**config.mk**
```make
export PLATFORM = sky130hd
export DESIGN_NAME = inst_mem_arbiter
export DESIGN_NICKNAME = d
export VERILOG_FILES = /design/src/rtl/inst_mem_pkg.sv /design/src/rtl/inst_arb2.sv /design/src/rtl/inst_mem_arbiter.sv
export SDC_FILE = /design/constraint.sdc
export NUM_CORES = 1
export LEC_CHECK = 0
export BUFFER_PORTS_ARGS = -buffer_cell sky130_fd_sc_hd__buf_4
export CAP_MARGIN = 15
export CORE_AREA = 8 8 70 72
export DETAILED_ROUTE_END_ITERATION = 7
export DIE_AREA = 0 0 78 80
export PLACE_DENSITY_LB_ADDON = 0.2
export SYNTH_ARGS = -nofsm -noshare
export SYNTH_HDL_FRONTEND = slang
export SYNTH_SLANG_ARGS = --single-unit
```
**constraint.sdc**
```tcl
create_clock -name clk -period 5.82 [get_ports clk]
set_input_delay 1.164 -clock clk [delete_from_list [all_inputs] [get_ports clk]]
set_output_delay 1.164 -clock clk [all_outputs]
set_load 0.02 [all_outputs]
```
**src/rtl/inst_mem_pkg.sv**
```systemverilog
// Shared types and defaults for the instruction-memory arbiter.
package inst_mem_pkg;

    localparam int unsigned DEF_INST_ADDR_WIDTH = 16;
    localparam int unsigned DEF_INST_DATA_WIDTH = 16;
    localparam int unsigned DEF_INST_MEM_SIZE   = 4096;

    typedef enum logic [1:0] {
        IDLE    = 2'd0,
        RD_WAIT = 2'd1,
        RESP    = 2'd2
    } state_e;

    // Compare in 32 bits so the last-word bound never wraps for a 16-bit address.
    function automatic logic in_range(input logic [31:0] addr, input int unsigned mem_size);
        return addr <= (mem_size - 32'd2);
    endfunction

endpackage

```
**src/rtl/inst_arb2.sv**
```systemverilog
// Two-requester arbiter: fixed load-over-fetch priority, or round-robin when
// INST_ARB_RR_EN is defined.
module inst_arb2 (
`ifdef INST_ARB_RR_EN
    input  logic clk_i,
    input  logic rst_ni,
`endif
    input  logic en_i,
    input  logic req_load_i,
    input  logic req_fetch_i,
    output logic gnt_load_o,
    output logic gnt_fetch_o
);

`ifdef INST_ARB_RR_EN
    logic prefer_load_q, prefer_load_d;

    always_comb begin
        gnt_load_o    = en_i & req_load_i & (prefer_load_q | ~req_fetch_i);
        gnt_fetch_o   = en_i & req_fetch_i & ~(req_load_i & prefer_load_q);
        prefer_load_d = prefer_load_q;
        if (gnt_load_o)
            prefer_load_d = 1'b0;
        else if (gnt_fetch_o)
            prefer_load_d = 1'b1;
    end

    always_ff @(posedge clk_i) begin
        if (!rst_ni)
            prefer_load_q <= 1'b1;
        else
            prefer_load_q <= prefer_load_d;
    end
`else
    always_comb begin
        gnt_load_o  = en_i & req_load_i;
        gnt_fetch_o = en_i & req_fetch_i & ~req_load_i;
    end
`endif

endmodule

```
**src/rtl/inst_mem_arbiter.sv**
```systemverilog
// Shares one synchronous instruction-memory port between fetch reads and loader
// writes. Optional macro INST_ARB_RR_EN selects round-robin arbitration.
module inst_mem_arbiter
    import inst_mem_pkg::*;
#(
    parameter int unsigned INST_ADDR_WIDTH = DEF_INST_ADDR_WIDTH,
    parameter int unsigned INST_DATA_WIDTH = DEF_INST_DATA_WIDTH,
    parameter int unsigned INST_MEM_SIZE   = DEF_INST_MEM_SIZE
) (
    input  logic                       clk,
    input  logic                       rst,
    input  logic                       fetch_req,
    input  logic [INST_ADDR_WIDTH-1:0] fetch_addr,
    output logic                       fetch_gnt,
    output logic                       fetch_valid,
    output logic [INST_DATA_WIDTH-1:0] fetch_data,
    output logic                       fetch_exc,
    input  logic                       load_req,
    input  logic [INST_ADDR_WIDTH-1:0] load_addr,
    input  logic [INST_DATA_WIDTH-1:0] load_data,
    output logic                       load_gnt,
    output logic                       load_done,
    output logic                       load_exc,
    output logic                       mem_en,
    output logic                       mem_we,
    output logic [INST_ADDR_WIDTH-1:0] mem_addr,
    output logic [INST_DATA_WIDTH-1:0] mem_wdata,
    input  logic [INST_DATA_WIDTH-1:0] mem_rdata
);

    state_e                     state_q;
    logic                       fetch_valid_q, fetch_exc_q;
    logic                       load_done_q, load_exc_q;
    logic [INST_DATA_WIDTH-1:0] fetch_data_q;

    logic                       arb_en, gnt_load, gnt_fetch;
    logic [INST_ADDR_WIDTH-1:0] sel_addr;
    logic                       addr_ok;

    assign arb_en = rst & (state_q == IDLE);

    inst_arb2 u_arb (
`ifdef INST_ARB_RR_EN
        .clk_i       (clk),
        .rst_ni      (rst),
`endif
        .en_i        (arb_en),
        .req_load_i  (load_req),
        .req_fetch_i (fetch_req),
        .gnt_load_o  (gnt_load),
        .gnt_fetch_o (gnt_fetch)
    );

    always_comb begin
        sel_addr  = gnt_load ? load_addr : fetch_addr;
        addr_ok   = in_range(32'(sel_addr), INST_MEM_SIZE);
        mem_en    = (gnt_load | gnt_fetch) & addr_ok;
        mem_we    = gnt_load & addr_ok;
        mem_addr  = mem_en ? sel_addr : '0;
        mem_wdata = mem_we ? load_data : '0;
    end

    always_ff @(posedge clk) begin
        if (!rst) begin
            state_q       <= IDLE;
            fetch_valid_q <= 1'b0;
            fetch_exc_q   <= 1'b0;
            load_done_q   <= 1'b0;
            load_exc_q    <= 1'b0;
            fetch_data_q  <= '0;
        end else begin
            fetch_valid_q <= 1'b0;
            fetch_exc_q   <= 1'b0;
            load_done_q   <= 1'b0;
            load_exc_q    <= 1'b0;
            case (state_q)
                IDLE: begin
                    if (gnt_load) begin
                        state_q     <= RESP;
                        load_done_q <= 1'b1;
                        load_exc_q  <= ~addr_ok;
                    end else if (gnt_fetch) begin
                        if (addr_ok) begin
                            state_q <= RD_WAIT;
                        end else begin
                            // Rejected fetch skips the memory and answers one cycle early.
                            state_q       <= RESP;
                            fetch_valid_q <= 1'b1;
                            fetch_exc_q   <= 1'b1;
                            fetch_data_q  <= '0;
                        end
                    end
                end
                RD_WAIT: begin
                    state_q       <= RESP;
                    fetch_data_q  <= mem_rdata;
                    fetch_valid_q <= 1'b1;
                end
                RESP:    state_q <= IDLE;
                default: state_q <= IDLE;
            endcase
        end
    end

    assign fetch_gnt   = gnt_fetch;
    assign load_gnt    = gnt_load;
    assign fetch_valid = fetch_valid_q;
    assign fetch_exc   = fetch_exc_q;
    assign fetch_data  = fetch_data_q;
    assign load_done   = load_done_q;
    assign load_exc    = load_exc_q;

endmodule

```
After elaboration in Yosys (flattened, before gate mapping)
Index checks and enable logic that the tools add are counted.
{"block": "classes", "n_eq_ne": 5, "reduce_logical": 5, "bitwise": 9, "mux": 16, "order_cmp": 1}
{"cell": "16-bit 2-to-1 mux", "count": 6}
{"cell": "16-bit case mux with 2 select lines", "count": 1}
{"cell": "16-bit by 12-bit <= comparator with 1-bit output, second input constant", "count": 1}
{"cell": "1-bit AND", "count": 6}
{"cell": "2-bit 2-to-1 mux", "count": 3}
{"cell": "2-bit inequality test, second input constant", "count": 3}
{"cell": "1-bit 2-to-1 mux", "count": 4}
{"cell": "2-bit case mux with 2 select lines", "count": 1}
{"cell": "4-bit AND reduction", "count": 1}
{"cell": "3-bit inequality test, second input constant", "count": 1}
{"cell": "3-bit AND reduction", "count": 1}
{"cell": "2-bit by 1-bit == test with 1-bit output, second input constant", "count": 1}
{"cell": "2-bit zero test", "count": 1}
{"cell": "1-bit inverter", "count": 2}
{"cell": "1-bit case mux with 2 select lines", "count": 1}
{"cell": "2-bit AND reduction", "count": 1}
{"cell": "2-bit nonzero test", "count": 1}
{"cell": "1-bit OR", "count": 1}
{"block": "word_totals", "elab_cells": 42, "inputBits": 68, "reg_bits": 22}

Longest topological paths before layout
{"block": "depth", "word_depth": 9, "depth_mapped": 8, "ltp_nobuf": 6}

Modules after synthesis
From an unflattened synthesis, not the netlist that was laid out.
{"block": "hier_totals", "hier_cells": 172, "area_unflattened_um2": 1358.8}
{"mod": "inst_mem_arbiter", "cells_per_inst": 170, "area_per_inst_um2": 1342.5, "seq_area_each_um2": 440.4, "instances": 1}
{"mod": "inst_arb2", "cells_per_inst": 2, "area_per_inst_um2": 16.3, "seq_area_each_um2": 0.0, "instances": 1}

Worst setup path after synthesis
No wires, ideal clock.
{"block": "synth_path", "path_type": "input-to-output", "from": "input fetch_addr[15]", "to": "output mem_addr[10]", "slack_ns": 2.167, "required_ns": 4.656, "n_path_buf": 1, "cell_stages": 5, "arrival_ns": 2.489, "cell_sequence": "or4_1 nor2_2 o221ai_2 buf_6 a21oi_2"}
{"block": "synth_between", "elab_chain_len": 4}
{"item": "start, declared", "line": "inst_mem_arbiter.sv:13", "rtl": "input logic [INST_ADDR_WIDTH-1:0] fetch_addr,"}
{"item": "16-bit 2-to-1 mux", "line": "inst_mem_arbiter.sv:55", "rtl": "sel_addr = gnt_load ? load_addr : fetch_addr;"}
{"item": "16-bit by 12-bit <= comparator with 1-bit output", "line": "inst_mem_pkg.sv:16", "rtl": "return addr <= (mem_size - 32'd2);"}
{"item": "1-bit AND", "line": "inst_mem_arbiter.sv:57", "rtl": "mem_en = (gnt_load | gnt_fetch) & addr_ok;"}
{"item": "16-bit 2-to-1 mux", "line": "inst_mem_arbiter.sv:59", "rtl": "mem_addr = mem_en ? sel_addr : '0;"}
{"item": "end, declared", "line": "inst_mem_arbiter.sv:26", "rtl": "output logic [INST_ADDR_WIDTH-1:0] mem_addr,"}
No other way between the ends.

Worst setup path in the final report
{"block": "layout_path", "from": "input fetch_addr[15]", "to": "output mem_addr[0]"}
The elaborated chain is that of the path after synthesis.

==> metrics <==
drt first pass iters 4; share of cells above drive strength 1 49.3%; WP data arrival 3.32 ns; r2r endpoint fetch_valid; Area Growth Syn to Fin 63.2%; most frequent cells in the layout buf_4, nand2_1, dfxtp_1; register area share after synthesis 31.1%; Sum Neg Setup Slack 0 ns; post-route minimum period 4.48 ns; clock sinks 22; hold worst-path end fetch_data[11]; gpl congestion 0.798; initial drt markers 67; Clk pwr share 28.4%; Die X 78 µm; Cell variety after synth 33; nets@finish 352; Fin Clk Skew 0.00270 ns; Starting Density 36.7%; outcome finished, final reports clean; post-synthesis instance area 1420 µm²; Fmax 223 MHz; IO Count 124; drt total wl 5400 µm; Reg-to-Reg Start state_q[0]; HP Class register to register; clk_lat worst skew 0.25 ns; most common cell after layout, fill and taps aside buf_4; CTS Buf Count 3; H-tree Lvls 1; Cells on Worst Hold Path 2; root buffer cell clkbuf_8; RSZ-0062 raised after global routing no; met1 wire length 2290 µm; pin count of the biggest net entering global routing 37; first-pass GRT wire length 8340 µm; Setup Viol. Count Final 0; switching power 0.0812 mW; Rel. slew slack 30.9%; min-delay src fetch_data[11]; type of element capturing the critical path output port; max-cap viol count 0; total grt overflow 0; Req. time, crit path 4.66 ns; Core Area 3860 µm²; dpl cells 329; crit path max fanout 18; total track usage 16.1%; Fin. Hold Viols 0; highest routed layer met4; Max Slew Vio Count 0; sw frac 25.5%; internal power 0.238 mW; WL met3 307 µm; worst-margin pin slew 1.04 ns; syn_area_per_cell 8.05 µm²; Die Area 6240 µm²; element type at the critical path start input port; sequential power share 48.3%; ys async rst share 0%; Post-synth EDFFs 0; Clock Tree Buf Depth 2; Std-Cell Rows 23; vias in the first global route 1618; Tcrit/Tclk final 77.0%; Pleak 1.17 nW; worst reg2reg setup slack 3.82 ns; Synth Register Bits 22; total setup buffers inserted after CTS 0; Comb pwr share 23.4%; yosys warns 0; DR vias 1697; CP Class input port to output port; Finished Layout Cells 332; # diodes 0; CTS tree done; VDD IR max 0.000128 V; DRC viols 0; Mapped Cells 176; routed wl met2 2730 µm; Routed Antenna Nets 0; Synth Flop Type dfxtp_1; Final Power 0.319 mW; DP Wirelength 4300 µm; Avg WL per Cell 16.3 µm; FF-to-FF path depth 6; drt via density 5.11; # resized after CTS 0; pwr dens 138 nW/µm²; antenna violations before repair 0; port buffer count 119; fillcell total 382; die height 80 µm; # hold bufs at CTS 0; Clock transition at path regs 0.07 ns
==> critical path, stage by stage <==
cell	delay, ns
buf_4	0.10
or4_1	0.54
nor2_2	0.61
o221ai_2	0.45
a21oi_1	0.27
buf_4	0.17
==> per-stage QoR <==
step	worst slack (ns)	util [%]	area, µm²	hold slack (ns)
finish	1.34	59.9	2310	0.480
floorplan	2.17	-	1430	0.527
detailed placement	1.33	58.9	2270	0.476
global placement	1.40	58.9	2270	0.471
global route	1.18	59.9	2310	0.509
CTS	1.33	59.9	2310	0.485
==> Yosys cell counts (2+ instances only) <==
cell type | count | share of area (%)
and2_1 | 17 | 7.5
buf_4 | 5 | 2.7
a21oi_2 | 9 | 5.6
nand2_1 | 40 | 11
a31oi_1 | 2 | 0.88
a32oi_1 | 16 | 9.9
nand4_1 | 6 | 2.7
buf_6 | 3 | 2.4
nor2_1 | 2 | 0.53
inv_1 | 4 | 1.1
clkbuf_1 | 8 | 2.1
o2111ai_1 | 16 | 9.9
dfxtp_1 | 22 | 31
a21oi_1 | 4 | 1.4
buf_2 | 4 | 1.4
==> final cells by class <==
type / instances / area [µm²] / area share, %
inverters: 5 / 18.8 / 0.812
well taps: 50 / 62.6 / 2.71
clock buffers: 3 / 41.3 / 1.79
repair buffers: 120 / 901 / 39.0
multi-input cells: 132 / 847 / 36.7
flip-flops and latches: 22 / 440 / 19.1
==> metal layers <==
| layer | vias up | track usage, % |
|---|---|---|
| li1 | 863 | - |
| met3 | 6 | 4.05 |
| met5 | - | 0 |
| met2 | 69 | 28.9 |
| met4 | 0 | 4.26 |
| met1 | 759 | 18.4 |
==> power by group through the flow <==
stage / clock (mW) / combinational (mW) / sequential, mW
after floorplan: 0 / 0.0286 / 0.159
after global placement: 0 / 0.0739 / 0.157
after detailed placement: 0 / 0.0747 / 0.158
after CTS: 0.0935 / 0.0748 / 0.154
after global routing: 0.0997 / 0.0804 / 0.154
final: 0.0906 / 0.0746 / 0.154
==> sequential cells by signal (all words and copies together) (netlist names) <==
| register | count |
|---|---|
| state_q | 2 |
| load_exc | 1 |
| load_done | 1 |
| fetch_valid | 1 |
| fetch_exc | 1 |
| fetch_data | 16 |
==> cells by family after synthesis <==
group                  share of synthesized area, %
other                                         0.265
AO/OA/AOI/OAI                                  31.4
flip-flops                                     31.1
AND/OR/NAND/NOR                                27.3
buffers and inverters                          9.89
==> how the worst max path moves through the flow <==
stage                        start            to  slack (ns)
floorplan           fetch_addr[15]  mem_addr[10]        2.17
global placement    fetch_addr[15]   mem_addr[2]        1.40
detailed placement  fetch_addr[15]   mem_addr[0]        1.33
CTS                 fetch_addr[15]   mem_addr[0]        1.33
global route                   rst   mem_addr[0]        1.18
finish              fetch_addr[15]   mem_addr[0]        1.34
Power figures use the tool's default switching activity.
